===== src/rtl/str_tgc_pkg.sv =====
// Shared types and helpers for the stream traffic generator/checker:
// pattern modes, TX FSM encoding, LFSR step functions and saturating increment.
package str_tgc_pkg;

  typedef enum logic {
    MODE_CNT  = 1'b0,
    MODE_LFSR = 1'b1
  } mode_e;

  // Galois taps for x^32+x^22+x^2+x+1 and x^16+x^14+x^13+x^11+1, right-shifting form
  localparam logic [31:0] LFSR32_POLY = 32'h8020_0003;
  localparam logic [15:0] LFSR16_POLY = 16'hB400;

  typedef logic [1:0] tx_state_t;
  localparam tx_state_t ST_IDLE  = 2'd0;
  localparam tx_state_t ST_RUN   = 2'd1;
  localparam tx_state_t ST_DRAIN = 2'd2;

  function automatic logic [31:0] lfsr32_next(input logic [31:0] s);
    return (s >> 1) ^ (s[0] ? LFSR32_POLY : 32'h0);
  endfunction

  function automatic logic [15:0] lfsr16_next(input logic [15:0] s);
    return (s >> 1) ^ (s[0] ? LFSR16_POLY : 16'h0);
  endfunction

  function automatic logic [31:0] sat_inc32(input logic [31:0] v);
    return (v == 32'hFFFF_FFFF) ? v : v + 32'd1;
  endfunction

endpackage


===== src/rtl/str_tgc_if.sv =====
// valid/ready/last stream bundle; master drives data, slave drives ready.
interface str_tgc_if #(
  parameter int DW = 32
);
  logic          tvalid;
  logic          tready;
  logic [DW-1:0] tdata;
  logic          tlast;

  modport master (output tvalid, output tdata, output tlast, input tready);
  modport slave  (input tvalid, input tdata, input tlast, output tready);
endinterface


===== src/rtl/str_tgc_pat.sv =====
// Pattern engine: beat index / 32-bit LFSR data plus packet beat counter for tlast.
// Used both as the TX generator and as the RX expected-value model.
module str_tgc_pat
  import str_tgc_pkg::*;
#(
  parameter int DW = 32,
  parameter int LW = 16
) (
  input  logic          clk,
  input  logic          rst,
  input  logic          clr,
  input  logic          adv,
  input  mode_e         mode,
  input  logic [LW-1:0] len,
  output logic [DW-1:0] data,
  output logic          last
);

  logic [DW-1:0] idx_q, idx_d;
  logic [31:0]   lfsr_q, lfsr_d;
  logic [LW-1:0] pkt_q, pkt_d;
  logic [LW-1:0] last_idx;

  // NOTE: every always_comb output gets a default first so no path can infer a latch.
  always_comb begin
    data     = '0;
    last_idx = (len == '0) ? '0 : len - LW'(1);
    // >= keeps the packet counter bounded even if it was left beyond a shorter length
    last     = (pkt_q >= last_idx);
    for (int i = 0; i < DW; i++) begin
      data[i] = (mode == MODE_LFSR) ? lfsr_q[i % 32] : idx_q[i];
    end

    idx_d  = idx_q;
    lfsr_d = lfsr_q;
    pkt_d  = pkt_q;
    if (clr) begin
      idx_d  = '0;
      lfsr_d = 32'h1;
      pkt_d  = '0;
    end else if (adv) begin
      idx_d  = idx_q + DW'(1);
      lfsr_d = lfsr32_next(lfsr_q);
      pkt_d  = last ? '0 : pkt_q + LW'(1);
    end
  end

  // NOTE: sequential state uses non-blocking assignments only, so every flop samples pre-edge values.
  always_ff @(posedge clk or negedge rst) begin
    if (!rst) begin
      idx_q  <= '0;
      lfsr_q <= 32'h1;
      pkt_q  <= '0;
    end else begin
      idx_q  <= idx_d;
      lfsr_q <= lfsr_d;
      pkt_q  <= pkt_d;
    end
  end

endmodule


===== src/rtl/str_tgc.sv =====
// Stream traffic generator + checker: throttled TX pattern source and throttled RX
// sink that compares every accepted beat against an identical pattern engine.
module str_tgc
  import str_tgc_pkg::*;
#(
  parameter int          DW   = 32,
  parameter int          LW   = 16,
  parameter logic [31:0] SEED = 32'hACE1
) (
  input  logic          clk,
  input  logic          rst,
  input  logic          cfg_en,
  input  logic          cfg_clr,
  input  logic          cfg_mode,
  input  logic [LW-1:0] cfg_len,
  input  logic [3:0]    cfg_vrate,
  input  logic [3:0]    cfg_rrate,
  str_tgc_if.master     tx,
  str_tgc_if.slave      rx,
  output logic [31:0]   tx_cnt,
  output logic [31:0]   rx_cnt,
  output logic [31:0]   err_cnt,
  output logic          err,
  output logic          busy
);

  // The throttle LFSRs are 16 bits wide; an all-zero seed would lock them up
  localparam logic [15:0] SEED16 = (SEED[15:0] != 16'h0) ? SEED[15:0] : 16'h1;

  tx_state_t     state_q, state_d;
  logic          tvalid_q, tvalid_d;
  logic          rready_q, rready_d;
  logic [15:0]   tx_lfsr_q, tx_lfsr_d;
  logic [15:0]   rx_lfsr_q, rx_lfsr_d;
  logic [31:0]   tx_cnt_q, tx_cnt_d;
  logic [31:0]   rx_cnt_q, rx_cnt_d;
  logic [31:0]   err_cnt_q, err_cnt_d;
  logic          err_q, err_d;

  logic          tx_beat, rx_beat, vslot, mismatch;
  logic [DW-1:0] tx_pdata, exp_data;
  logic          tx_plast, exp_last;

  assign tx_beat  = tvalid_q & tx.tready;
  assign rx_beat  = rx.tvalid & rready_q;
  assign mismatch = (rx.tdata != exp_data) | (rx.tlast != exp_last);

  str_tgc_pat #(.DW(DW), .LW(LW)) u_tx_pat (
    .clk (clk), .rst (rst), .clr (cfg_clr), .adv (tx_beat),
    .mode(mode_e'(cfg_mode)), .len (cfg_len), .data(tx_pdata), .last(tx_plast)
  );

  str_tgc_pat #(.DW(DW), .LW(LW)) u_rx_pat (
    .clk (clk), .rst (rst), .clr (cfg_clr), .adv (rx_beat),
    .mode(mode_e'(cfg_mode)), .len (cfg_len), .data(exp_data), .last(exp_last)
  );

  always_comb begin
    tx_lfsr_d = lfsr16_next(tx_lfsr_q);
    rx_lfsr_d = lfsr16_next(rx_lfsr_q);
    rready_d  = (rx_lfsr_q[3:0] >= cfg_rrate);
    vslot     = (tx_lfsr_q[3:0] >= cfg_vrate);

    state_d  = state_q;
    tvalid_d = tvalid_q;
    case (state_q)
      ST_IDLE: begin
        tvalid_d = 1'b0;
        if (cfg_en) state_d = ST_RUN;
      end
      ST_RUN: begin
        if (!cfg_en) begin
          // An offered beat must complete before the generator can go idle
          tvalid_d = tvalid_q & ~tx_beat;
          state_d  = tvalid_d ? ST_DRAIN : ST_IDLE;
        end else begin
          tvalid_d = (tvalid_q & ~tx_beat) | vslot;
        end
      end
      ST_DRAIN: begin
        if (tx_beat) begin
          tvalid_d = 1'b0;
          state_d  = ST_IDLE;
        end
      end
      default: begin
        tvalid_d = 1'b0;
        state_d  = ST_IDLE;
      end
    endcase

    tx_cnt_d  = tx_beat ? sat_inc32(tx_cnt_q) : tx_cnt_q;
    rx_cnt_d  = rx_beat ? sat_inc32(rx_cnt_q) : rx_cnt_q;
    err_cnt_d = (rx_beat && mismatch) ? sat_inc32(err_cnt_q) : err_cnt_q;
    err_d     = err_q | (rx_beat & mismatch);
    if (cfg_clr) begin
      tx_cnt_d  = '0;
      rx_cnt_d  = '0;
      err_cnt_d = '0;
      err_d     = 1'b0;
    end
  end

  always_ff @(posedge clk or negedge rst) begin
    if (!rst) begin
      state_q   <= ST_IDLE;
      tvalid_q  <= 1'b0;
      rready_q  <= 1'b0;
      tx_lfsr_q <= SEED16;
      rx_lfsr_q <= SEED16;
      tx_cnt_q  <= '0;
      rx_cnt_q  <= '0;
      err_cnt_q <= '0;
      err_q     <= 1'b0;
    end else begin
      state_q   <= state_d;
      tvalid_q  <= tvalid_d;
      rready_q  <= rready_d;
      tx_lfsr_q <= tx_lfsr_d;
      rx_lfsr_q <= rx_lfsr_d;
      tx_cnt_q  <= tx_cnt_d;
      rx_cnt_q  <= rx_cnt_d;
      err_cnt_q <= err_cnt_d;
      err_q     <= err_d;
    end
  end

  assign tx.tvalid = tvalid_q;
  assign tx.tdata  = tvalid_q ? tx_pdata : '0;
  assign tx.tlast  = tvalid_q & tx_plast;
  assign rx.tready = rready_q;
  assign tx_cnt    = tx_cnt_q;
  assign rx_cnt    = rx_cnt_q;
  assign err_cnt   = err_cnt_q;
  assign err       = err_q;
  assign busy      = (state_q != ST_IDLE);

endmodule

===== src/flat_wrapper.sv =====
// flat-port wrapper written by rule: the top's interface ports become plain ports
module str_tgc_flat import str_tgc_pkg::*;
#(
  parameter int          DW   = 32,
  parameter int          LW   = 16,
  parameter logic [31:0] SEED = 32'hACE1
)
  (clk, rst, cfg_en, cfg_clr, cfg_mode, cfg_len, cfg_vrate, cfg_rrate, tx_cnt, rx_cnt, err_cnt, err, busy, tx_tvalid, tx_tdata, tx_tlast, tx_tready, rx_tvalid, rx_tdata, rx_tlast, rx_tready);
  str_tgc_if #(.DW(DW)) tx_i ();
  str_tgc_if #(.DW(DW)) rx_i ();
  input  logic clk;
  input  logic rst;
  input  logic cfg_en;
  input  logic cfg_clr;
  input  logic cfg_mode;
  input  logic [LW-1:0] cfg_len;
  input  logic [3:0] cfg_vrate;
  input  logic [3:0] cfg_rrate;
  output logic [31:0] tx_cnt;
  output logic [31:0] rx_cnt;
  output logic [31:0] err_cnt;
  output logic err;
  output logic busy;
  output wire logic [$bits(tx_i.tvalid)-1:0] tx_tvalid;
  output wire logic [$bits(tx_i.tdata)-1:0] tx_tdata;
  output wire logic [$bits(tx_i.tlast)-1:0] tx_tlast;
  input wire logic [$bits(tx_i.tready)-1:0] tx_tready;
  input wire logic [$bits(rx_i.tvalid)-1:0] rx_tvalid;
  input wire logic [$bits(rx_i.tdata)-1:0] rx_tdata;
  input wire logic [$bits(rx_i.tlast)-1:0] rx_tlast;
  output wire logic [$bits(rx_i.tready)-1:0] rx_tready;
  assign tx_tvalid = tx_i.tvalid;
  assign tx_tdata = tx_i.tdata;
  assign tx_tlast = tx_i.tlast;
  assign tx_i.tready = tx_tready;
  assign rx_i.tvalid = rx_tvalid;
  assign rx_i.tdata = rx_tdata;
  assign rx_i.tlast = rx_tlast;
  assign rx_tready = rx_i.tready;
  str_tgc #(.DW(DW), .LW(LW), .SEED(SEED)) u_core (.clk(clk), .rst(rst), .cfg_en(cfg_en), .cfg_clr(cfg_clr), .cfg_mode(cfg_mode), .cfg_len(cfg_len), .cfg_vrate(cfg_vrate), .cfg_rrate(cfg_rrate), .tx(tx_i), .rx(rx_i), .tx_cnt(tx_cnt), .rx_cnt(rx_cnt), .err_cnt(err_cnt), .err(err), .busy(busy));
endmodule

===== config.mk =====
export PLATFORM = sky130hd
export DESIGN_NAME = str_tgc_flat
export DESIGN_NICKNAME = d
export VERILOG_FILES = /design/src/rtl/str_tgc_pkg.sv /design/src/rtl/str_tgc_if.sv /design/src/rtl/str_tgc_pat.sv /design/src/rtl/str_tgc.sv /design/src/flat_wrapper.sv
export SDC_FILE = /design/constraint.sdc
export NUM_CORES = 1
export LEC_CHECK = 0
export BUFFER_PORTS_ARGS = -buffer_cell sky130_fd_sc_hd__buf_2
export CAP_MARGIN = 20
export CORE_UTILIZATION = 59
export DETAILED_ROUTE_END_ITERATION = 16
export GPL_ROUTABILITY_DRIVEN = 0
export HOLD_SLACK_MARGIN = 0.06
export PLACE_DENSITY = 0.81
export SYNTH_ARGS = -nofsm -noshare
export SYNTH_HDL_FRONTEND = slang
export SYNTH_SLANG_ARGS = --single-unit

===== constraint.sdc =====
create_clock -name clk -period 3.9 [get_ports clk]
set_input_delay 0.195 -clock clk [delete_from_list [all_inputs] [get_ports clk]]
set_output_delay 0.195 -clock clk [all_outputs]
set_load 0.01 [all_outputs]

# After elaboration in Yosys (flattened, before gate mapping)
# Index checks and enable logic that the tools add are counted.
# word_totals
input_bits	64
register_bits	293
out_inout_bits	133
wordCells	166
# op_classes
n_eq_ne	13
mux	102
bitwise_logic	13
add_sub_neg	8
reduce_logical	11
magnitude_cmp	4
# ops
cell	n
32-bit 2-to-1 mux	20
32-bit by 1-bit adder with 32-bit output (second input constant)	5
16-bit 2-to-1 mux	9
32-bit == test (second input constant)	3
1-bit 2-to-1 mux	67
31-bit by 32-bit bitwise XOR with 32-bit output	2
16-bit by 1-bit adder with 16-bit output (second input constant)	2
16-bit greater-or-equal comparator	2
32-bit inequality test	1
15-bit by 16-bit bitwise XOR with 16-bit output	2
16-bit logical NOT	1
16-bit by 1-bit subtractor with 16-bit output (second input constant)	1
2-bit inequality test (second input constant)	5
4-bit greater-or-equal comparator	2
2-bit 2-to-1 mux	4
2-bit nonzero test	4
2-bit one-hot mux with 3 select lines	1
2-bit AND reduction	3
1-bit bitwise AND	5
1-bit bitwise OR	3
3-bit AND reduction	1
2-bit by 1-bit == test with 1-bit output (second input constant)	1
2-bit == test (second input constant)	1
2-bit logical NOT	1
5 further kinds	5

# Longest topological paths before layout
# depth
word_depth	8
depth_mapped	17

# Cells and area by module
# A second synthesis with hierarchy kept.
# unflattened
hier_cells	1743
hier_area_um2	16869.9
# modules_own_cells
mod	cells_per_inst	seq_area_each_um2	instances	area_per_inst_um2
str_tgc	724	3348.2	1	7144.4
str_tgc_pat (u_core.u_rx_pat)	520	2003.2	1	4929.7
str_tgc_pat (u_core.u_tx_pat)	499	2003.2	1	4795.8

# Least setup slack after synthesis
# OpenSTA, ideal clock, no wires.
# synth_path
kind	in2reg
start	in cfg_len[11]
end	reg u_core.u_tx_pat.pkt_q[12]
path_buffers	3
stages	16
arrival_ps	3849
slack_ps	-31
setup_ps	82
path_cell_list	or4_1 > nor4_1 > nand3_1 > clkbuf_1 > nand2_1 > ha_1 > a21o_1 > a21o_1 > a221oi_1 > o21ai_0 > a21o_1 > a2111oi_0 > buf_2 > buf_2 > nand2_1 > a31oi_1
# synth_via
elab_chain_len	6
word_cells_on_any_way	7
classes_between	add/sub: 1; order compare: 1; mux: 4; reduce/logical: 1
# synth_lines
element	line	rtl
from (decl)	flat_wrapper.sv:16	input logic [LW-1:0] cfg_len;
16-bit by 1-bit subtractor with 16-bit output / 16-bit logical NOT (equally long branches)	str_tgc_pat.sv:27	last_idx = (len == '0) ? '0 : len - LW'(1);
16-bit 2-to-1 mux *	str_tgc_pat.sv:27	
16-bit greater-or-equal comparator *	str_tgc_pat.sv:29	last = (pkt_q >= last_idx);
16-bit 2-to-1 mux *	str_tgc_pat.sv:44	pkt_d = last ? '0 : pkt_q + LW'(1);
16-bit 2-to-1 mux *	str_tgc_pat.sv:41	end else if (adv) begin
16-bit 2-to-1 mux *	str_tgc_pat.sv:37	if (clr) begin
to (signal assigned)	str_tgc_pat.sv:57	pkt_q <= pkt_d;
to (decl)	str_tgc_pat.sv:21	logic [LW-1:0] pkt_q, pkt_d;
# Mark *: on every way between the ends. The rest lies on a longest branch, timed or not. The select of a mux whose other input is x is not followed.
# A chain may end at the register's enable or synchronous reset.

# Worst setup path in the final report
# layout_path
start	in cfg_len[11]
end	reg u_core.err_cnt_q[25] (netlist: u_core.err_cnt[25])
# layout_via
elab_chain_len	8
word_cells_on_any_way	9
classes_between	add/sub: 1; order compare: 1; eq/ne: 1; mux: 1; bitwise: 1; reduce/logical: 4
# layout_lines
element	line	rtl
16-bit by 1-bit subtractor with 16-bit output / 16-bit logical NOT (equally long branches)	str_tgc_pat.sv:27	
16-bit 2-to-1 mux *	str_tgc_pat.sv:27	
16-bit greater-or-equal comparator *	str_tgc_pat.sv:29	
1-bit inequality test *	str_tgc.sv:46	assign mismatch = (rx.tdata != exp_data) | (rx.tlast != exp_last);
1-bit bitwise OR *	str_tgc.sv:46	
1-bit logical AND *	str_tgc.sv:94	err_cnt_d = (rx_beat && mismatch) ? sat_inc32(err_cnt_q) : err_cnt_q;
2-bit nonzero test (no line) *	n/a	
2-bit AND reduction (no line) *	n/a	
to (signal assigned)	str_tgc.sv:123	err_cnt_q <= err_cnt_d;
to (decl)	str_tgc.sv:37	logic [31:0] err_cnt_q, err_cnt_d;
# Mark *: on every way between the ends. The rest lies on a longest branch, timed or not.

==> results.md <==
- Status: complete, no violations
- Drt via density: 5.83
- Core footprint: 26,100 um^2
- Final HPWL DP: 26.4 mm
- Clock Sinks: 293
- Avg Cell Area, Syn: 9.39 um^2
- Netlist cell types: 71
- Reg clk slew, reported paths: 0.06 ns
- Drt total wl: 38.8 mm
- Global route overflow: 0
- Pre-CTS setup slack: -0.178 ns
- Fmax: 282 MHz
- Area Overhead vs Synth: 16.9%
- CTS buffer count: 31
- WS Path Type: in2reg
- Final core occ: 0.702
- CTS tree: yes
- Antenna Nets Post-Route: 0
- WP data arrival: 3.99 ns
- PortBufs: 196
- Die Y: 165 um
- Fillers: 2,017
- Die ar.: 27,200 um^2
- Sequential share of the synthesized area: 0.470
- # setup viols final: 0
- Critical path cell sequence: buf_2 > or4_1 > nor4_1 > xor2_1 > nand2_1 > ha_1 > a21oi_1 > a21boi_0 > a311o_1 > or3_1 > a211oi_2 > buf_4 > nor2_4 > and4_2 > mux2_2
- Final period util: 0.909
- Synth async-reset ratio: 1.00
- Nets: 1,995
- Relative slew slack: 0.323
- Critical Path RT: 4.35 ns
- Fin cells: 2,241
- Skew-Pair Late Insertion Delay: 0.56 ns
- Final Skew: 0.0179 ns
- Setup crit start kind: primary input
- Cell count after synthesis: 1,666
- Max Root-Sink Buffers: 3
- Antenna Cells: 0
- Seq cells post-synth: 293
- CP top delay family: simple AND/OR/NAND/NOR gates
- Starting Density: 0.600
- Iter 0 DRT Violations: 1,179
- First-pass detailed-route iteration total: 5
- Pleak: 8.60 nW
- Slowest-stage cell, CP: or4_1
- Pwr/cell area: 345 nW/um^2
- Num rows: 59
- MaxCap Viol Count: 0
- Initial antenna violation count: 0
- Slowest stage delay, CP: 0.58 ns
- Root Buffer: clkbuf_16
- Largest net degree at the start of global routing: 128
- Worst slew pin tran: 1.02 ns
- Ratio of cells with drive above 1 in the final layout: 0.183
- CP max FO: 6
- Number of synthesized flops with an enable pin: 0
- Placed insts: 2,176
- # IOs: 197
- Post-cts sizing count: 0
- Net count after synthesis: 1,779
- CP endpoint kind: flop
- Final WS setup: 0.353 ns
- Global-route wire length before repair: 62.7 mm
- Ys Warns: 0
- Main flop type after synthesis: dfrtp_1
- All-layer global routing usage: 0.287
- Die Span X: 165 um
- Register-to-Register Setup Slack: 0.68 ns
- Hold_buf cts: 5
- Wire per inst: 17.3 um
- Final hold viol count: 0
- HP Class: in2reg
- Mapped Area: 15,600 um^2
- RSZ-0062 raised after global routing: false
- Vias in the first global route: 12,400
- VDD IR max: 322 uV
- Post-CTS Setup Bufs: 0
- CP bufs+invs: 2
- Drt drc: 0
- Vias: 13,100
- Final Slew Violations: 0
- Htree depth: 1
- Shortest period the worst path allows: 3.55 ns
==> cells by family after synthesis <==
logic type,count (synthesis),share of synthesized area
muxes,71,0.0462
AOI/OAI and AO/OA,234,0.0879
and+or+nand+nor,745,0.234
DFF,293,0.470
adders and majority gates,49,0.0392
buffers and inverters,102,0.0262
xor gates and xnor gates,172,0.0963
==> worst register-to-register path, cell delays in order (launching register included) <==
cell      delay (ns)
dfrtp_1         0.42
inv_1           0.07
ha_1            0.29
nand2b_4        0.14
a2111o_1        0.40
a311o_1         0.29
or3_1           0.37
a211oi_2        0.35
buf_4           0.22
nor2_4          0.07
and4_2          0.24
mux2_2          0.26
==> cells in the final DEF, fill, tap and decap left out, drive strengths merged, types with 4 or more instances in the layout <==
master       count
o31ai           11
nand3           74
a21oi          113
nor4b            4
xor2            96
dlygate4sd3      5
dfstp           18
clkinv           9
buf            251
a31oi           14
nor2           181
xnor2           76
and4            19
clkbuf          45
inv             29
nand2b          27
mux2             6
a21o             9
a211oi           6
and3            45
and2             6
nor4            25
or2              7
nand2          220
or4              9
o21a             4
nor3            15
nand4           42
a31o             4
o21ai           48
nor2b           49
mux2i           65
dfrtp          275
ha              49
or3             17
==> cells in the mapped netlist (28+ instances only) <==
| cell type | count | area, um^2 |
|---|---|---|
| a21oi_1 | 113 | 566 |
| and3_1 | 42 | 263 |
| clkbuf_1 | 58 | 218 |
| dfrtp_1 | 275 | 6880 |
| ha_1 | 49 | 613 |
| inv_1 | 28 | 105 |
| mux2i_1 | 65 | 651 |
| nand2_1 | 220 | 826 |
| nand3_1 | 74 | 370 |
| nand4_1 | 42 | 263 |
| nor2_1 | 180 | 676 |
| nor2b_1 | 49 | 307 |
| o21ai_0 | 48 | 240 |
| xnor2_1 | 76 | 666 |
| xor2_1 | 96 | 841 |
==> power by group <==
part,internal (mW),switching [mW],leakage (nW)
logic,0.120,0.222,4.08
clock network,1.70,1.21,0.502
registers,3.05,0.00493,4.03
==> final cells by class <==
type                            count  area (um^2)  share of cell area
Timing Repair Buffer              257         1520              0.0830
Clock buffer                       44          885              0.0484
Tap cell                          335          419              0.0229
Inverter                           28          105             0.00575
Multi-Input combinational cell   1271         7890               0.431
Clock inverter                     13          121             0.00663
Sequential cell                   293         7350               0.402
==> per-stage QoR <==
stage	setup TNS [ns]	hold slack, ns	instance area [um^2]	total power [mW]
after floorplan	0	-0.101	15700	3.26
after global placement	-0.316	0.335	17200	3.43
after detailed placement	-1.39	0.341	17200	3.44
after CTS	0	0.0659	18200	6.35
after global routing	0	0.0933	18300	6.51
final	0	0.0814	18300	6.31
==> worst paths after layout <==
check | from | to | cells past startpoint
max in group asynchronous | rst | u_core.tx_lfsr_q[11] | 3
min reg2reg | u_core.rx_lfsr_q[12] | u_core.rx_lfsr_q[11] | 0
max | cfg_len[11] | u_core.err_cnt[25] | 15
min in group asynchronous | rst | u_core.tx_cnt[27] | 2
min | cfg_rrate[2] | u_core.rx.tready | 5
max reg2reg | u_core.u_rx_pat.pkt_q[0] | u_core.err_cnt[25] | 11
==> flip-flops by register name, summed over array words and instances (netlist names) <==
| signal | count |
|---|---|
| u_core.u_rx_pat.pkt_q | 16 |
| u_core.tx_cnt | 32 |
| u_core.rx.tready | 1 |
| u_core.state_q | 2 |
| u_core.u_tx_pat.idx_q | 32 |
| u_core.u_tx_pat.lfsr_q | 32 |
| u_core.rx_cnt | 32 |
| u_core.u_rx_pat.idx_q | 32 |
| u_core.err_cnt | 32 |
| u_core.err | 1 |
| u_core.tx_lfsr_q | 16 |
| u_core.rx_lfsr_q | 16 |
| u_core.tx.tvalid | 1 |
| u_core.u_tx_pat.pkt_q | 16 |
| u_core.u_rx_pat.lfsr_q | 32 |
==> per-layer routing <==
layer  global-route usage  wire [um]
met1                0.398      17100
met2                0.469      18900
met3               0.0382       1900
met4               0.0847        918
met5                    0          0
Power figures use the tool's default switching activity.
